$ cat config.mk
export PLATFORM = sky130hd
export DESIGN_NAME = tick_count_controller_flat
export DESIGN_NICKNAME = d
export VERILOG_FILES = /design/src/rtl/tick_count_controller_if.sv /design/src/rtl/tick_count_controller.sv /design/src/flat_wrapper.sv
export SDC_FILE = /design/constraint.sdc
export NUM_CORES = 1
export LEC_CHECK = 0
export CORE_ASPECT_RATIO = 1.1
export CORE_MARGIN = 8
export CORE_UTILIZATION = 42
export DETAILED_ROUTE_END_ITERATION = 8
export PLACE_DENSITY = 0.66
export SLEW_MARGIN = 0
export SYNTH_ARGS = -nofsm -noshare
export SYNTH_HDL_FRONTEND = slang
export SYNTH_SLANG_ARGS = --single-unit
$ cat constraint.sdc
create_clock -name clock -period 1.65 [get_ports clock]
set_input_delay 0.2475 -clock clock [delete_from_list [all_inputs] [get_ports clock]]
set_output_delay 0.2475 -clock clock [all_outputs]
set_load 0.02 [all_outputs]
$ cat src/rtl/tick_count_controller_if.sv
// Bundle between the tick/button sources and the BCD event counter.
// Ports: tick, start_n, stop_n (and down when DOWN_COUNT_EN) in;
//        bcd, running, wrap out.
// Modports: master drives the inputs, slave is the counter itself.

interface tick_count_controller_if #(
    parameter int DIGITS = 4
);
    logic                  tick;
    logic                  start_n;
    logic                  stop_n;
`ifdef DOWN_COUNT_EN
    logic                  down;
`endif
    logic [4*DIGITS-1:0]   bcd;
    logic                  running;
    logic                  wrap;

    modport master (
`ifdef DOWN_COUNT_EN
        output down,
`endif
        output tick,
        output start_n,
        output stop_n,
        input  bcd,
        input  running,
        input  wrap
    );

    modport slave (
`ifdef DOWN_COUNT_EN
        input  down,
`endif
        input  tick,
        input  start_n,
        input  stop_n,
        output bcd,
        output running,
        output wrap
    );
endinterface

$ cat src/rtl/tick_count_controller.sv
// Run/pause/idle sequencer for a DIGITS-wide BCD event counter stepped by
// a prescaled tick; start/stop buttons are active-low and already debounced.
// Ports: clock, reset (async, active-low), bus (tick_count_controller_if.slave):
//   tick, start_n, stop_n in; bcd, running, wrap out.
// Build option: DOWN_COUNT_EN adds bus.down to select decrementing.

module tick_count_controller #(
    parameter int DIGITS   = 4,
    parameter int TICK_DIV = 1
) (
    input  logic                    clock,
    input  logic                    reset,
    tick_count_controller_if.slave  bus
);
    typedef enum logic [1:0] {
        IDLE  = 2'd0,
        RUN   = 2'd1,
        PAUSE = 2'd2
    } state_t;

    localparam logic [7:0] PRE_LAST = 8'(TICK_DIV - 1);

    state_t              state;
    state_t              state_next;
    logic                start_q;
    logic                stop_q;
    logic                start_press;
    logic                stop_press;
    logic [7:0]          pre;
    logic [4*DIGITS-1:0] bcd;
    logic [4*DIGITS-1:0] bcd_next;
    logic [3:0]          digit;
    logic                carry;
    logic                count_en;
    logic                step;
    logic                clear;
    logic                running_q;
    logic                wrap_q;
    logic                down_sel;

`ifdef DOWN_COUNT_EN
    assign down_sel = bus.down;
`else
    assign down_sel = 1'b0;
`endif

    // Falling edge of a released-high button is one press.
    assign start_press = start_q & ~bus.start_n;
    assign stop_press  = stop_q & ~bus.stop_n;

    // A stop press in the same cycle suppresses the tick.
    assign count_en = (state == RUN) & bus.tick & ~stop_press;
    assign step     = count_en & (pre == PRE_LAST);
    assign clear    = (state == PAUSE) & stop_press;

    always_ff @(posedge clock or negedge reset) begin
        if (!reset) begin
            state <= IDLE;
        end else begin
            state <= state_next;
        end
    end

    always_comb begin
        state_next = state;
        unique case (state)
            IDLE: begin
                if (start_press && !stop_press) begin
                    state_next = RUN;
                end
            end
            RUN: begin
                if (stop_press) begin
                    state_next = PAUSE;
                end
            end
            PAUSE: begin
                if (stop_press) begin
                    state_next = IDLE;
                end else if (start_press) begin
                    state_next = RUN;
                end
            end
            default: begin
                state_next = IDLE;
            end
        endcase
    end

    // Ripple carry/borrow across digits; carry left over means all digits
    // rolled, i.e. the counter wrapped.
    always_comb begin
        bcd_next = bcd;
        digit    = 4'd0;
        carry    = 1'b1;
        for (int k = 0; k < DIGITS; k++) begin
            digit = bcd[4*k +: 4];
            if (carry) begin
                if (down_sel) begin
                    if (digit == 4'd0) begin
                        digit = 4'd9;
                    end else begin
                        digit = digit - 4'd1;
                        carry = 1'b0;
                    end
                end else begin
                    if (digit == 4'd9) begin
                        digit = 4'd0;
                    end else begin
                        digit = digit + 4'd1;
                        carry = 1'b0;
                    end
                end
            end
            bcd_next[4*k +: 4] = digit;
        end
    end

    always_ff @(posedge clock or negedge reset) begin
        if (!reset) begin
            start_q   <= 1'b1;
            stop_q    <= 1'b1;
            pre       <= 8'd0;
            bcd       <= '0;
            running_q <= 1'b0;
            wrap_q    <= 1'b0;
        end else begin
            start_q   <= bus.start_n;
            stop_q    <= bus.stop_n;
            running_q <= (state_next == RUN);
            wrap_q    <= step & carry;
            if (clear) begin
                pre <= 8'd0;
                bcd <= '0;
            end else if (count_en) begin
                if (pre == PRE_LAST) begin
                    pre <= 8'd0;
                    bcd <= bcd_next;
                end else begin
                    pre <= pre + 8'd1;
                end
            end
        end
    end

    assign bus.bcd     = bcd;
    assign bus.running = running_q;
    assign bus.wrap    = wrap_q;
endmodule

$ cat src/flat_wrapper.sv
// flat-port wrapper written by rule: the top's interface ports become plain ports
module tick_count_controller_flat 
#(
    parameter int DIGITS   = 4,
    parameter int TICK_DIV = 1
)
  (clock, reset, bus_tick, bus_start_n, bus_stop_n, bus_bcd, bus_running, bus_wrap);
  tick_count_controller_if #(.DIGITS(DIGITS)) bus_i ();
  input  logic clock;
  input  logic reset;
  input wire logic [$bits(bus_i.tick)-1:0] bus_tick;
  input wire logic [$bits(bus_i.start_n)-1:0] bus_start_n;
  input wire logic [$bits(bus_i.stop_n)-1:0] bus_stop_n;
  output wire logic [$bits(bus_i.bcd)-1:0] bus_bcd;
  output wire logic [$bits(bus_i.running)-1:0] bus_running;
  output wire logic [$bits(bus_i.wrap)-1:0] bus_wrap;
  assign bus_i.tick = bus_tick;
  assign bus_i.start_n = bus_start_n;
  assign bus_i.stop_n = bus_stop_n;
  assign bus_bcd = bus_i.bcd;
  assign bus_running = bus_i.running;
  assign bus_wrap = bus_i.wrap;
  tick_count_controller #(.DIGITS(DIGITS), .TICK_DIV(TICK_DIV)) u_core (.clock(clock), .reset(reset), .bus(bus_i));
endmodule
==> results of run 1 <==
logic make-up after synthesis:
logic type,share of synthesized area [%]
compound gates,11.65
buf+inv,4.731
fa+ha+maj,7.278
simple gates,28.68
flops,43.81
mux,1.310
xor+xnor,2.548
sequential cells by signal (all words and copies together) (netlist names):
signal / cells
u_core.bus.bcd: 16
u_core.pre: 8
u_core.state: 2
u_core.bus.running: 1
u_core.bus.wrap: 1
u_core.start_q: 1
u_core.stop_q: 1
cell usage in the layout (no fill, tap or decap), types with 5 or more instances in the layout:
| cell type | netlist | routed |
|---|---|---|
| buf_4 | 0 | 44 |
| dfrtp_1 | 28 | 22 |
| clkdlybuf4s50_1 | 0 | 12 |
| nand2_1 | 13 | 11 |
| o21ai_0 | 14 | 10 |
| inv_1 | 10 | 9 |
| ha_1 | 10 | 8 |
| dlymetal6s2s_1 | 0 | 7 |
| a21oi_2 | 0 | 6 |
| dfrtp_2 | 0 | 6 |
| and3b_1 | 5 | 5 |
| nor2_1 | 5 | 5 |
| a21oi_1 | 11 | 5 |
| nand4_1 | 5 | 5 |
| clkbuf_8 | 0 | 5 |
where the power goes:
part / internal (mW) / switching [mW] / total, mW / leakage (nW)
clock: 0.299 / 0.259 / 0.558 / 0.0395
combinational: 0.523 / 0.494 / 1.02 / 0.899
sequential: 0.815 / 0.0506 / 0.865 / 0.396
final cells by class:
class	count	area, µm²
well taps	52	65.06
multi-input cells	131	1157
clock buffers	8	80.08
repair buffers	71	646.9
inverters	10	37.54
flip-flops and latches	30	760.7
fillers	304	1216
path summary, 6_finish.rpt:
check	startpoint	slack, ns	end
max in group asynchronous	reset	0.97	u_core.stop_q
worst min-delay path	reset	0.36	u_core.bus.wrap
worst min register to register	u_core.pre[0]	0.57	u_core.pre[0]
min in group clock	bus_start_n	0.39	u_core.start_q
worst max register to register	u_core.pre[1]	-0.29	u_core.bus.bcd[5]
worst max-delay path	u_core.pre[1]	-0.29	u_core.bus.bcd[5]
what timing repair did:
item | in CTS | in global routing
gates resized for setup | 16 | 43
setup buffers | 5 | 4
gates cloned | 0 | 1
endpoints found under the setup margin | 20 | 31
pin swaps | 6 | 17
stage by stage:
stage                     setup TNS [ns]  cells  area (µm²)
after global routing              -4.885    302        2748
after floorplan                  -0.3986    180        1804
after detailed placement          -4.137    288        2361
after global placement            -3.451    288        2361
final                             -3.237    302        2748
after CTS                         -2.793    300        2529
layer usage:
metal / vias to the layer above / routed length (µm) / track usage (%)
li1: 784 / - / -
met1: 822 / 1978 / 16.29
met2: 32 / 2793 / 28.92
met3: 10 / 179 / 4.095
met4: 0 / 102 / 6.701
met5: - / 0 / 0
worst max-delay path, stage by stage, from the launching register on:
cell     delay [ns]
dfrtp_1        0.38
inv_1          0.06
ha_2           0.15
nor4b_4        0.28
nand4_4        0.17
buf_12         0.18
or4_4          0.48
a21oi_2        0.15
==> metrics.cfg, run 1 <==
[logic_synthesis]
synthesis.area_um2=1719
synthTopCellsByArea=dfrtp_1, ha_1, o21ai_0
synth_nets=195
ys.flop_type=dfrtp_1
syn_avg_cell_area_um2=9.551
async_reset_ff_share_pct=100.0
synth_edf_count=0
yosysTopAreaCellShare_pct=40.76
netlist-cell-type-count=44
synth_largest_area_cell=dfrtp_1
netlist_top_cells_count=dfrtp_1, o21ai_0, nand2_1, a21oi_1
syn-instance-count=180
synth-seq-cells=30
yosys_warnings=0
synth_seq_area_share_pct=43.81
yosysMostFrequentCell=dfrtp_1

[final_layout]
layout.nets=264
drive_gt1_share_pct=42.00
syn_to_final_growth_pct=59.83
utilization_pct=69.32
n_antenna_cell=0

[placement]
hpwlAfterDp_um=3488
gp_congestion=0.8498
post-place-ws_ns=-0.3659
io_buffers=22

[routing]
first_pass_iters=4
drc=0
post_drt_wl_per_cell_um=16.74
ant_nets=0
drtIter0Drc=98
vias=1648
wl_um=5054
via_per_inst=5.457

[global_routing]
grt_pass1_wl_um=8293
grt_usage_pct=15.73
antenna_found_initial=0
grt-ovfl-total=0
grt_max_degree=31
grt_pass1_vias=1777

[clock_tree]
clkTransAtPathRegs_ns=0.06
cts.path.max_buffers=2
clock_latency_ns=0.28
tritoncts=done
numClockSinks=30
cts_htree_levels=2
cts_made_buffers=5
root_buffer=clkbuf_8
cts_hold_repair.buffers=0

[floorplan]
io_pins=23
core.rowCount=24
dieArea_um2=6399
die_h_um=83.10
core_um2=3964
die_w_um=77
start_util_pct=43.37

[timing]
rsz0062_at_grt=yes
worst_pin_slew_ns=0.4768
skew_ns=0.003234
period_share_pct=117.4
period_minus_slack_ns=1.937
whs_ns=0.3631
relSlewSlack_pct=68.21
slew_viol_final=0
fmax_ghz=0.5164
final-setup-viol-count=21
worst_slack_ns=-0.2865
hold_violations=0

[worst_hold_path]
hold_class=input pin to asynchronous set/reset pin

[critical_path]
critPathMaxFanout=8
r2r_cells=7
worstPathRequired_ns=1.85
startpoint_type=register
arrival_ns=2.14
critPathCaptureType=register
crit_type=register to register

[status]
violations=setup timing
outcome=finished with violations

[pwr]
ir_drop_v=0.0005526
power-per-cell-area_nw_per_um2=887.9
power_mw=2.440
cellLeakagePower_nw=1.335

[flow_run]
drv_cap=0

Note: power is estimated with default switching activity, not from simulation.
==> run 2, diff against run 1 <==
--- a/config.mk
+++ b/config.mk
@@ -7,9 +7,9 @@
 export LEC_CHECK = 0
 export CORE_ASPECT_RATIO = 1.1
 export CORE_MARGIN = 8
-export CORE_UTILIZATION = 42
+export CORE_UTILIZATION = 49
 export DETAILED_ROUTE_END_ITERATION = 8
-export PLACE_DENSITY = 0.66
+export PLACE_DENSITY = 0.75
 export SLEW_MARGIN = 0
 export SYNTH_ARGS = -nofsm -noshare
 export SYNTH_HDL_FRONTEND = slang
==> run 2 against run 1 <==
  * The flow still finishes with violations (setup timing)
  * Die area down 12%
  * Global-route usage up 2.3 points
  * Setup slack got worse by 0.025 ns
  * Clock power rose by 7.0%
  * Worst hold slack worse by 0.068 ns
  * Largest cell class unchanged
  * Highest routed layer unchanged
==> metrics.cfg, run 2 (synthesized netlist as in run 1, its figures left out) <==
[critical_path]
cp-startpoint=u_core.pre[0]
crit_type=register to register
path_buf_inv=2  ; unchanged
crit_end=u_core.bus.bcd[13]
startpoint_type=register
critPathCaptureType=register
crit_family=simple AND/OR/NAND/NOR gates
r2r_start=u_core.pre[0]
ff2ff_setup_slack_ns=-0.31  ; -0.02 ns
critPathMaxFanout=14  ; +6
slowest_delay_ns=0.52  ; +0.04 ns
worstPathRequired_ns=1.92  ; +0.07 ns
path_depth=7  ; unchanged
path_cells=inv_1 > ha_2 > nor4b_4 > nand4_2 > buf_12 > or4_1 > a21oi_1
r2r_cells=7  ; unchanged
arrival_ns=2.23  ; +0.09 ns
critPathSlowestCell=or4_1
reg2reg_to=u_core.bus.bcd[13]

[final_layout]
fill_cells=235  ; -23%
layout.nets=268  ; +1.5%
drive_gt1_share_pct=43.70  ; +1.7 points
final_cell_area_um2=2708  ; -1.5%
n_antenna_cell=0  ; unchanged
seqCellArea_um2=760.7  ; unchanged
multiInputGateArea_um2=1137  ; -1.7%
final_common_cell=buf_4
reg.largest.list=u_core.bus.bcd: 16 flops, u_core.pre: 8 flops, u_core.state: 2 flops
largest_reg_flops=16  ; unchanged
syn_to_final_growth_pct=57.50
final_cell_mix=buf_4, dfrtp_1, dlygate4sd2_1
regMostFlops=u_core.bus.bcd

[clock_tree]
cts_made_buffers=5  ; unchanged
clock_latency_ns=0.34  ; +0.06 ns
cts.path.max_buffers=2  ; unchanged
cts_htree_levels=2  ; unchanged
numClockSinks=30  ; unchanged
cts_hold_repair.buffers=0  ; unchanged
tritoncts=done
clkTransAtPathRegs_ns=0.11  ; +0.05 ns
root_buffer=clkbuf_4

[timing]
rsz0062_at_grt=yes
period_minus_slack_ns=1.961  ; +0.02452 ns
skew_ns=0.008191  ; +0.004957 ns
period_share_pct=118.9  ; +1.5 points
whs_ns=0.2947  ; -0.06834 ns
worst_pin_slew_ns=0.5802  ; +0.1034 ns
hold_violations=0  ; unchanged
worst_slack_ns=-0.3111  ; -0.02452 ns
fmax_ghz=0.5099  ; -1.3%
slew_viol_final=0  ; unchanged
final-setup-viol-count=21  ; unchanged
relSlewSlack_pct=61.18  ; -7.0 points

[status]
violations=setup timing
outcome=finished with violations

[routing]
drtIter0Drc=57  ; -42%
ant_nets=0  ; unchanged
drc=0  ; unchanged
wl_um=5252  ; +3.9%
first_pass_iters=4  ; unchanged
post_drt_wl_per_cell_um=17.39  ; +3.9%
vias=1732  ; +5.1%
via_per_inst=5.735  ; +5.1%

[pwr]
cellLeakagePower_nw=1.299  ; -2.7%
power_mw=2.517  ; +3.2%
power-per-cell-area_nw_per_um2=929.5  ; +4.7%
ir_drop_v=0.0005624  ; +1.8%

[worst_hold_path]
hold_class=input pin to asynchronous set/reset pin

[floorplan]
die_w_um=72.48  ; -5.9%
start_util_pct=51.19  ; +7.8 points
dieArea_um2=5662  ; -12%
io_pins=23  ; unchanged
core.rowCount=22  ; -8.3%
die_h_um=78.13  ; -6.0%
core_um2=3358  ; -15%

[global_routing]
antenna_found_initial=0  ; unchanged
grt_pass1_vias=1848  ; +4.0%
grt_max_degree=31  ; unchanged
grt-ovfl-total=0  ; unchanged
grt_usage_pct=18.00  ; +2.3 points
grt_pass1_wl_um=8245  ; -0.58%

[placement]
hpwlAfterDp_um=3405  ; -2.4%
io_buffers=22  ; unchanged
place_area_um2=2394  ; +1.4%
post-place-ws_ns=-0.3222  ; +0.04368 ns
gp_congestion=0.8336  ; -1.9%

[flow_run]
drv_cap=0  ; unchanged

## run 2: report_power, final
group | switching, mW | leakage [nW] | internal (mW)
clock network | 0.283 | 0.0450 | 0.314
logic | 0.522 | 0.858 | 0.533
registers | 0.0518 | 0.396 | 0.813
## run 2: area by class of cell
class	count	share of cell area, %
inverters	10	1.386
clock buffers	5	1.386
multi-input cells	131	42.01
flip-flops and latches	30	28.10
repair buffers	75	23.43
clock inverters	3	1.479
well taps	48	2.218
## run 2: worst reg2reg max path: stages, from the launching register on
cell and delay, ns:
dfrtp_1 0.40, inv_1 0.06, ha_2 0.16, nor4b_4 0.26
nand4_2 0.16, buf_12 0.18, or4_1 0.52, a21oi_1 0.14
## run 2: how the worst min path moves through the flow
| stage | from | to | cells after the start | slack (ns) |
|---|---|---|---|---|
| after floorplan | reset | u_core.bus.bcd[0] | 0 | -0.05 |
| after global placement | u_core.bus.bcd[15] | u_core.bus.bcd[15] | 2 | 0.56 |
| after detailed placement | u_core.bus.bcd[15] | u_core.bus.bcd[15] | 2 | 0.58 |
| after CTS | reset | u_core.pre[1] | 2 | 0.30 |
| after global routing | reset | u_core.bus.bcd[2] | 2 | 0.33 |
| final | reset | u_core.pre[1] | 2 | 0.29 |
## run 2: per-layer routing
metal	vias to the layer above	part of all wire (%)	track usage [%]
met3	16	4.2	4.956
met1	869	38	19.66
met2	52	56	32.28
met4	0	2.4	6.413
met5	-	0	0
li1	795	-	-
## run 2: repair_timing
item,4_1_cts,5_1_grt
resized for setup,23,40
endpoints found under the hold margin,0,0
endpoints found under the setup margin,31,24
pin swaps,2,3
buffers inserted,1,4
## run 2: metrics by stage
step,utilization (%),instances,setup TNS (ns)
2_1_floorplan,-,180,-0.3986
3_3_place_gp,71.27,289,-3.793
3_5_place_dp,71.27,289,-4.251
4_1_cts,74.37,298,-3.746
5_1_grt,80.63,302,-5.887
6_report,80.63,302,-3.845
